<file path="config.mk">
export PLATFORM = sky130hd
export DESIGN_NAME = uart_tx_arbiter
export DESIGN_NICKNAME = d
export VERILOG_FILES = /design/src/rtl/uart_tx_arbiter.sv
export SDC_FILE = /design/constraint.sdc
export NUM_CORES = 1
export LEC_CHECK = 0
export ABC_CLOCK_PERIOD_IN_PS = 1940
export CELL_PAD_IN_SITES_DETAIL_PLACEMENT = 1
export CELL_PAD_IN_SITES_GLOBAL_PLACEMENT = 1
export CORE_UTILIZATION = 27
export CTS_CLUSTER_DIAMETER = 50
export DETAILED_ROUTE_END_ITERATION = 8
export PLACE_DENSITY = 0.83
export SLEW_MARGIN = 10
export SYNTH_ARGS = -nofsm -noshare
export SYNTH_HDL_FRONTEND = slang
export SYNTH_SLANG_ARGS = --single-unit
</file>
<file path="constraint.sdc">
create_clock -name i_clk -period 1.94 [get_ports i_clk]
set_clock_uncertainty 0.2 [all_clocks]
set_input_delay 0.194 -clock i_clk [delete_from_list [all_inputs] [get_ports i_clk]]
set_output_delay 0.194 -clock i_clk [all_outputs]
set_load 0.02 [all_outputs]
</file>
<file path="src/rtl/uart_tx_arbiter.sv">
// Round-robin arbiter that lets several byte FIFOs share one UART transmitter.
// A grant is held for a burst of up to MaxBurst frames or until the granted FIFO runs dry.
module uart_tx_arbiter #(
  parameter int DataLength = 8,
  parameter int NumReq     = 4,
  parameter int MaxBurst   = 16
) (
  input  logic                         i_clk,
  input  logic                         i_rst,
  input  logic [NumReq*DataLength-1:0] i_req_data,
  input  logic [NumReq-1:0]            i_req_empty,
  output logic [NumReq-1:0]            o_req_read_en,
  input  logic [NumReq-1:0]            i_req_mask,
  output logic [DataLength-1:0]        o_tx_fifo_data,
  output logic                         o_tx_fifo_empty,
  input  logic                         i_tx_fifo_read_en,
  output logic [NumReq-1:0]            o_grant,
  output logic                         o_busy,
  output logic                         o_dbg_state
);

  localparam int IdxW = (NumReq > 1) ? $clog2(NumReq) : 1;
  localparam logic [7:0] BurstLast = 8'(MaxBurst - 1);

  typedef enum logic {
    IDLE    = 1'b0,
    GRANTED = 1'b1
  } state_t;

  state_t            state;
  logic [IdxW-1:0]   grant_idx;
  logic [IdxW-1:0]   last_grant;
  logic [7:0]        burst_cnt;

  logic [NumReq-1:0] eligible;
  logic [IdxW-1:0]   winner;
  logic              any_eligible;
  int                cand;

  // Scan from farthest to nearest so the channel right after last_grant wins.
  always_comb begin
    eligible     = ~i_req_empty & i_req_mask;
    winner       = '0;
    any_eligible = 1'b0;
    cand         = 0;
    for (int i = NumReq; i >= 1; i--) begin
      cand = (int'(last_grant) + i) % NumReq;
      if (eligible[cand[IdxW-1:0]]) begin
        winner       = cand[IdxW-1:0];
        any_eligible = 1'b1;
      end
    end
  end

  // Data path is combinational from the granted channel; reset forces it idle at once.
  always_comb begin
    o_req_read_en   = '0;
    o_tx_fifo_data  = '0;
    o_tx_fifo_empty = 1'b1;
    if (state == GRANTED && !i_rst) begin
      o_tx_fifo_data           = i_req_data[int'(grant_idx)*DataLength +: DataLength];
      o_tx_fifo_empty          = i_req_empty[grant_idx];
      o_req_read_en[grant_idx] = i_tx_fifo_read_en;
    end
  end

  assign o_dbg_state = (state == GRANTED);

  always_ff @(posedge i_clk or posedge i_rst) begin
    if (i_rst) begin
      state      <= IDLE;
      grant_idx  <= '0;
      last_grant <= IdxW'(NumReq - 1);
      burst_cnt  <= '0;
      o_grant    <= '0;
      o_busy     <= 1'b0;
    end else begin
      case (state)
        IDLE: begin
          if (any_eligible) begin
            state     <= GRANTED;
            grant_idx <= winner;
            burst_cnt <= '0;
            o_grant   <= NumReq'(1) << winner;
            o_busy    <= 1'b1;
          end
        end
        GRANTED: begin
          if (i_tx_fifo_read_en) begin
            if (burst_cnt == BurstLast) begin
              state      <= IDLE;
              last_grant <= grant_idx;
              o_grant    <= '0;
              o_busy     <= 1'b0;
            end else begin
              burst_cnt <= burst_cnt + 8'd1;
            end
          end else if (i_req_empty[grant_idx]) begin
            state      <= IDLE;
            last_grant <= grant_idx;
            o_grant    <= '0;
            o_busy     <= 1'b0;
          end
        end
        default: begin
          state   <= IDLE;
          o_grant <= '0;
          o_busy  <= 1'b0;
        end
      endcase
    end
  end

endmodule

</file>
# Word level (Yosys, flattened, before mapping)
# Index checks and enable logic that the tools add are counted.
# op_classes
eq_ne	7
addsub	5
order_cmp	6
div_mod_pow	0
n_mux	45
n_reduce_logical	8
n_mul	0
bitwise_logic	4
n_shift	2
# ops
cell	count
two-way mux 8 bit	4
variable part select 32 x 6 -> 8 bit	1
two-way mux 4 bit	5
two-way mux 1 bit	19
case mux 8 bit (2 select lines)	1
less-than comparator 2 x 3 -> 1 bit (second input constant)	5
two-way mux 2 bit	7
binary-select mux 1 bit (select 2 bit)	5
AND reduction 3 bit	3
adder 8 x 1 -> 8 bit (second input constant)	1
AND 4 bit	2
equality test 8 x 4 -> 1 bit (second input constant)	1
case mux 4 bit (2 select lines)	1
!= test 2 bit (second input constant)	3
!= test 3 x 2 -> 1 bit (second input constant)	2
adder 2 x 1 -> 2 bit (second input constant)	2
adder 2 bit (second input constant)	2
NOT 4 bit	1
case mux 1 bit (2 select lines)	2
<< shifter 1 x 2 -> 4 bit (first input constant)	1
demux 1 bit (select 2 bit)	1
>= comparator 2 x 1 -> 1 bit (second input constant)	1
logical AND 1 bit	2
!= test 2 x 1 -> 1 bit (second input constant)	1
other kinds (4)	4
# word_totals
word_cells	83
inputBits	43
rom_bits	0
out_inout_bits	19
ram_bits	0
latchBits	0
ff_bits	18
n_memories	0

# Depth between registers and ports, before layout
# Gate-level depths: netlist (run 1).
# logic_depth
ltp_word	11
depth_mapped	5

# Worst setup path after synthesis (run 1)
# Ideal clock, no wire load.
# synth_timing
path_kind	register to register
startpoint	register grant_idx[0]
endpoint	register last_grant[1]
required_ns	1.658
n_path_buf	1
setup_ns	0.082
setup_slack_ns	0.069
stages_incl_launch_ff	5
t_arrival_ns	1.589
cell_sequence	dfrtp_1 > buf_6 > mux4_2 > a32oi_4 > mux2_4
# synth_between
elab_chain_cells	4
# synth_lines
element	line_no	text
start, declared	31	logic [IdxW-1:0] grant_idx;
start signal, assigned	82	grant_idx <= winner;
binary-select mux 1 bit (select 2 bit)	98	end else if (i_req_empty[grant_idx]) begin
two-way mux 1 bit (implied by the code)	98	
nonzero test 2 bit (no source line)	--	
AND reduction 3 bit (no source line)	--	
end signal, assigned	73	last_grant <= IdxW'(NumReq - 1);
end signal, assigned	92	last_grant <= grant_idx;
end signal, assigned	100	last_grant <= grant_idx;
end, declared	32	logic [IdxW-1:0] last_grant;
# No other way between the ends. The select of a mux whose other input is x is not followed.
# A chain may end at the register's enable or synchronous reset.

# Worst setup path in the final report (run 1)
# layout_timing
startpoint	register grant_idx[0]
endpoint	register o_grant[0]
# layout_between
elab_chain_cells	4
# layout_lines
element	line_no	text
binary-select mux 1 bit (select 2 bit)	98	
two-way mux 1 bit (implied by the code)	98	
!= test 3 x 2 -> 1 bit (no source line)	--	
AND reduction 3 bit (no source line)	--	
end signal, assigned	84	o_grant <= NumReq'(1) << winner;
end, declared	17	output logic [NumReq-1:0] o_grant,
# No other way between the ends. The select of a mux whose other input is x is not followed.

==> flow_summary.ini, run 1 <==
[clocking]
htree_num_levels = 1
cts_tree = done
postCtsHoldBufs = 0
clkTransAtPathRegs_ns = 0.07
cts_buffers = 3
clock-sinks = 18
clk_path_buf_depth = 2
root_buffer = clkbuf_8
insertion_delay_ns = 0.26

[floorplan]
fp.dieW_um = 70.89
die-area_um2 = 5025
core_um2 = 4444
pin_count = 62
start_util_pct = 28.83
rows = 24
die_h_um = 70.89

[worst_setup_path]
crit_path_top_delay_cell = mux4_2
crit_buf_inv = 4
startpoint_type = flip-flop
worst-setup-path-type = reg -> reg
cp_max_fo = 5
crit_required_ns = 1.89
startpoint = grant_idx[0]
timing.rr.start = grant_idx[0]
arrival_ns = 2.05
slowest_delay_ns = 0.52
worstSetupEndpointType = flip-flop
crit_family = buffers and inverters
crit_chain = buf_12, mux4_2, buf_6, a32oi_4, buf_12, buf_6, nand3_2, o31ai_1

[route]
topRoutingLayerUsed = met4
ant_nets = 0
drt_pre_antenna_iters = 6
met2_length_um = 2583
num_vias = 1360
wl_per_cell_um = 18.76
drt_iter0_markers = 44
wl_met1_um = 2050
dr_wl_met3_um = 223
drt_wl_total_um = 4934
vias_per_cell = 5.171
drc = 10

[layout]
num_antenna_cells = 0
drive_gt1_share_pct = 39.81
area_growth_pct = 83.40
fillerInstances = 485
final_core_util_pct = 52.87
fin_nets = 256

[outcome]
status = finished with violations
violations = DRC, setup timing

[yosys]
seq_area_frac_synth_pct = 35.35
synth.area.mux_share_pct = 19.04
synthAdderAreaFrac_pct = 0.9766
synth_top_area_share_pct = 31.25
syn_area_per_cell_um2 = 10.59
synth-compound-area-share_pct = 14.75
syn_nets = 165
async_flop_share_pct = 100.0
yosys.area_share.simple_pct = 24.51
synth_top_flop_cell = dfrtp_1
synth_top_family_by_area = simple AND/OR/NAND/NOR gates
synth_cell_type_count = 38
synth_edf_count = 0
yosys_warnings = 0
synth.area.top_cells = dfrtp_1, mux4_2, mux4_1, and2_1, dfstp_2
synth_seq_cells = 18
synth_xor_area_share_pct = 2.051
syn-cell-area_um2 = 1281
synthCells = 121
synth_top_area_cell = dfrtp_1

[power_and_ir_drop]
leakagePower_uw = 0.0009874
ir_drop_v = 0.0005729
powerDensity_nw_per_um2 = 1146

[grt]
grt_use_total_pct = 19.44
grt_pass1_wl_um = 7424
grt_pass1_vias = 1455
antenna_found_initial = 0
grt_start_max_net_pins = 19
globalRoute.totalOverflow = 0

[sta]
final-max-slew-violation-count = 0
worst_pin_slew_ns = 0.4611
setup_viol = 17
fin_crit_sh_pct = 108.5
report.final.hold_viol_count = 0
setup_slack_ns = -0.1643
post-route-min-period_ns = 2.104
rsz0062_at_grt = true
max-slew-margin-rel_pct = 69.01
max_freq_ghz = 0.4752

[hold_path]
hold_path.class = in -> async

[place]
post-place-ws_ns = -0.3298
io_buffers = 61
place_congestion = 0.7433
post-dp-hpwl_um = 3574

[job]
cap_violations = 0
## repair_timing
item	4_1_cts	5_1_grt
buffers inserted	6	4
pin swaps	7	4
endpoints found under the setup margin	21	26
resized for setup	81	19
## layout by cell type (no fill, tap or decap), drive strengths merged, types with 5 or more instances in the layout
cell type and instances:
clkbuf 6, a21oi 5, mux4 9, nand3 8, dfrtp 16, nand2b 5
o21ai 6, nand2 8, buf 39, o31ai 5, clkdlybuf4s50 48, and2 9
## logic make-up (layout without fill, tap and decap cells)
group                    count (synthesis)  in the layout
flip-flops                              18             18
AO/OA/AOI/OAI                           25             25
AND/OR/NAND/NOR                         54             54
buffers and inverters                    9             99
adder cells (fa/ha/maj)                  1              1
multiplexers                            11             11
XOR/XNOR                                 3              3
## per-layer routing
| metal | track usage [%] | vias to the layer above |
|---|---|---|
| met4 | 6.667 | 0 |
| met2 | 34.72 | 37 |
| met1 | 24.05 | 674 |
| met3 | 2.707 | 8 |
| met5 | 0 | - |
| li1 | - | 641 |
## cell usage after synthesis (2+ instances only)
cell	n
nor3_1	2
xnor2_1	2
mux4_1	3
a21o_1	2
mux2_4	2
nand2b_1	5
or3_1	2
mux4_2	6
o31ai_1	5
and3_1	2
nand2_1	8
a21oi_1	5
dfstp_2	2
nand4_1	2
nand3_1	8
o21ai_0	6
and2_1	9
nor2_1	4
clkbuf_1	3
nor2b_1	4
nor3b_1	4
inv_1	4
dfrtp_1	16
## flip-flops by register name (all words and copies together) (netlist names)
register     count
burst_cnt        8
grant_idx        2
last_grant       2
o_busy           1
o_dbg_state      1
o_grant          4
## path summary, 6_finish.rpt
kind	cells after the start	slack, ns	to
setup reg to reg	8	-0.16	o_grant[0]
min in group i_clk	2	0.30	o_busy
hold reg to reg	2	0.30	o_busy
hold / removal	3	0.12	o_dbg_state
setup / recovery	8	-0.16	o_grant[0]
max in group asynchronous	3	1.16	last_grant[0]
## where the power goes
group,switching (uW),internal [uW]
Sequential,120,513
Clock,137,181
Combinational,736,1010
Total,992,1700
## final cells by class
type / count / area [um^2] / area share, %
Clock buffer: 4 / 55.05 / 2.343
Inverter: 4 / 15.01 / 0.6390
Multi-Input combinational cell: 94 / 860.8 / 36.63
Sequential cell: 18 / 454.2 / 19.33
Tap cell: 52 / 65.06 / 2.769
Timing Repair Buffer: 91 / 899.6 / 38.29
## metrics by stage
stage	setup TNS (ns)	hold slack (ns)	cell area [um^2]	total power, uW	std cells
5_1_grt	-2.833	0.1640	2350	2841	263
6_report	-2.034	0.1186	2350	2692	263
3_5_place_dp	-5.835	0.2629	2105	2020	249
3_3_place_gp	-4.569	0.2636	2105	1971	249
2_1_floorplan	0	-0.06889	1281	1357	121
4_1_cts	-2.588	0.1109	2282	2576	259
## worst min-delay path: stages
cell and delay, ns:
clkdlybuf4s50_1 0.44, inv_1 0.07, buf_4 0.26
Note: power is estimated with default switching activity, not from simulation.
==> inputs of run 2 (changes only) <==
--- a/config.mk
+++ b/config.mk
@@ -8,9 +8,11 @@
 export ABC_CLOCK_PERIOD_IN_PS = 1940
 export CELL_PAD_IN_SITES_DETAIL_PLACEMENT = 1
 export CELL_PAD_IN_SITES_GLOBAL_PLACEMENT = 1
+export CORE_MARGIN = 4
 export CORE_UTILIZATION = 27
 export CTS_CLUSTER_DIAMETER = 50
 export DETAILED_ROUTE_END_ITERATION = 8
+export GPL_ROUTABILITY_DRIVEN = 0
 export PLACE_DENSITY = 0.83
 export SLEW_MARGIN = 10
 export SYNTH_ARGS = -nofsm -noshare
==> run 2 against run 1 <==
Against the previous run: the flow finishes with violations (setup timing); die area grew 18%; critical path depth shrank 2; combinational power is essentially flat; utilization shrank 0.35 points; largest power group unchanged.
==> flow_summary.ini, run 2 (synthesis results as in run 1) <==
[sta]
report.final.hold_viol_count = 0
setup_viol = 17
rsz0062_at_grt = true
setup_slack_ns = -0.2201
fin_crit_sh_pct = 111.3
max-slew-margin-rel_pct = 70.21
max_freq_ghz = 0.4629
post-route-min-period_ns = 2.160
worst_pin_slew_ns = 0.4468
final-max-slew-violation-count = 0

[power_and_ir_drop]
ir_drop_v = 0.0006581
leakagePower_uw = 0.0009860
powerDensity_nw_per_um2 = 1156

[layout]
area_growth_pct = 83.40
regArea_um2 = 452.9
largest-register = burst_cnt
largest_reg_flops = 8
fin_nets = 256
final_common_cell = clkdlybuf4s50_1
num_antenna_cells = 0
drive_gt1_share_pct = 37.91
top_regs = burst_cnt: 8 flops, o_grant: 4 flops
instances_no_fill = 263
stdcell_area_um2 = 2350
multi_input_area_um2 = 884.6
mostFrequentLayoutCells = clkdlybuf4s50_1, buf_4, dfrtp_1
fillerInstances = 495

[worst_setup_path]
worst-setup-path-type = reg -> reg
cp_max_fo = 4
crit_required_ns = 1.93
rrSetupSlack_ns = -0.22
crit_path_top_delay_cell = mux4_2
crit_top_cell = buf_6
rr_worst_depth = 6
startpoint = grant_idx[0]
startpoint_type = flip-flop
arrival_ns = 2.15
crit_path_end = last_grant[0]
timing.rr.start = grant_idx[0]
reg2reg_to = last_grant[0]
worstSetupEndpointType = flip-flop
crit_chain = buf_6, mux4_2, buf_6, a32oi_4, buf_12, mux2_4
slowest_delay_ns = 0.52

[grt]
grt_pass1_vias = 1545
met1_usage_pct = 18.59
grt_pass1_wl_um = 7790
use_met2_pct = 31.88
grt_use_total_pct = 16.65
grt_start_max_net_pins = 19
antenna_found_initial = 0
globalRoute.totalOverflow = 0
grt.met3_usage_pct = 3.396
busiest_layer = met2

[job]
cap_violations = 0

[route]
ant_nets = 0
vias_per_cell = 5.380
drt_wl_total_um = 5303
drt_iter0_markers = 55
drt_pre_antenna_iters = 4
drc = 0
wl_per_cell_um = 20.16
num_vias = 1415

[floorplan]
core_um2 = 4474
fp.dieW_um = 76.89
die_h_um = 76.89
start_util_pct = 28.64
rows = 24
die-area_um2 = 5911
pin_count = 62

[clocking]
cts_tree = done
insertion_delay_ns = 0.26
cts_buffers = 3
root_buffer = clkbuf_8
htree_num_levels = 1
clkTransAtPathRegs_ns = 0.08
clock-sinks = 18
clk_path_buf_depth = 2

[outcome]
violations = setup timing
status = finished with violations

[place]
dp_cells = 251
io_buffers = 61
post-place-ws_ns = -0.3454
dpl_cell_area_um2 = 2107
post-dp-hpwl_um = 3587

[hold_path]
hold_path.class = in -> async
run 2: worst min path at each step:
stage            from           end  slack, ns  cells past startpoint
6_report        i_rst   o_dbg_state       0.11                      3
5_1_grt         i_rst  burst_cnt[5]       0.16                      3
4_1_cts         i_rst  burst_cnt[5]       0.12                      3
3_5_place_dp   o_busy        o_busy       0.26                      2
3_3_place_gp   o_busy        o_busy       0.27                      2
2_1_floorplan   i_rst  burst_cnt[0]      -0.07                      1
run 2: repair_timing:
action | in CTS | in global routing
resized for setup | 48 | 53
hold buffers | 0 | 0
pin swaps | 3 | 7
setup buffers | 5 | 4
setup endpoints to repair | 21 | 20
hold endpoints to repair | 0 | 0
run 2: through the flow:
stage,TNS [ns],util [%],hold WS (ns),power [uW]
6_report,-2.659,52.52,0.1142,2717
5_1_grt,-3.848,52.52,0.1560,2882
4_1_cts,-3.101,49.30,0.1211,2431
3_5_place_dp,-5.827,47.09,0.2633,2020
3_3_place_gp,-5.050,47.09,0.2715,1978
2_1_floorplan,0,-,-0.06889,1357
run 2: layout make-up:
cell class / count / area share [%]
clock buffers: 4 / 2.343
well taps: 52 / 2.769
inverters: 4 / 0.6390
multi-input cells: 94 / 37.65
flip-flops and latches: 18 / 19.28
repair buffers: 91 / 37.33
run 2: where the power goes:
group / internal (uW) / switching (uW) / leakage (uW)
Clock: 181 / 141 / 0.0000288
Combinational: 988 / 767 / 0.000727
Sequential: 511 / 129 / 0.000230
run 2: critical path, delay by kind of cell, from the launching register on:
| kind | cells | cell delay [ns] |
|---|---|---|
| AO/OA/AOI/OAI | 1 | 0.24 |
| flip-flops | 1 | 0.41 |
| multiplexers | 2 | 0.81 |
| buffers and inverters | 3 | 0.42 |
run 2: layer usage:
| layer | share of wire, % | vias to the layer above |
|---|---|---|
| met5 | 0 | - |
| met2 | 55 | 52 |
| met1 | 39 | 714 |
| li1 | - | 643 |
| met4 | 1.0 | 0 |
| met3 | 5.1 | 6 |
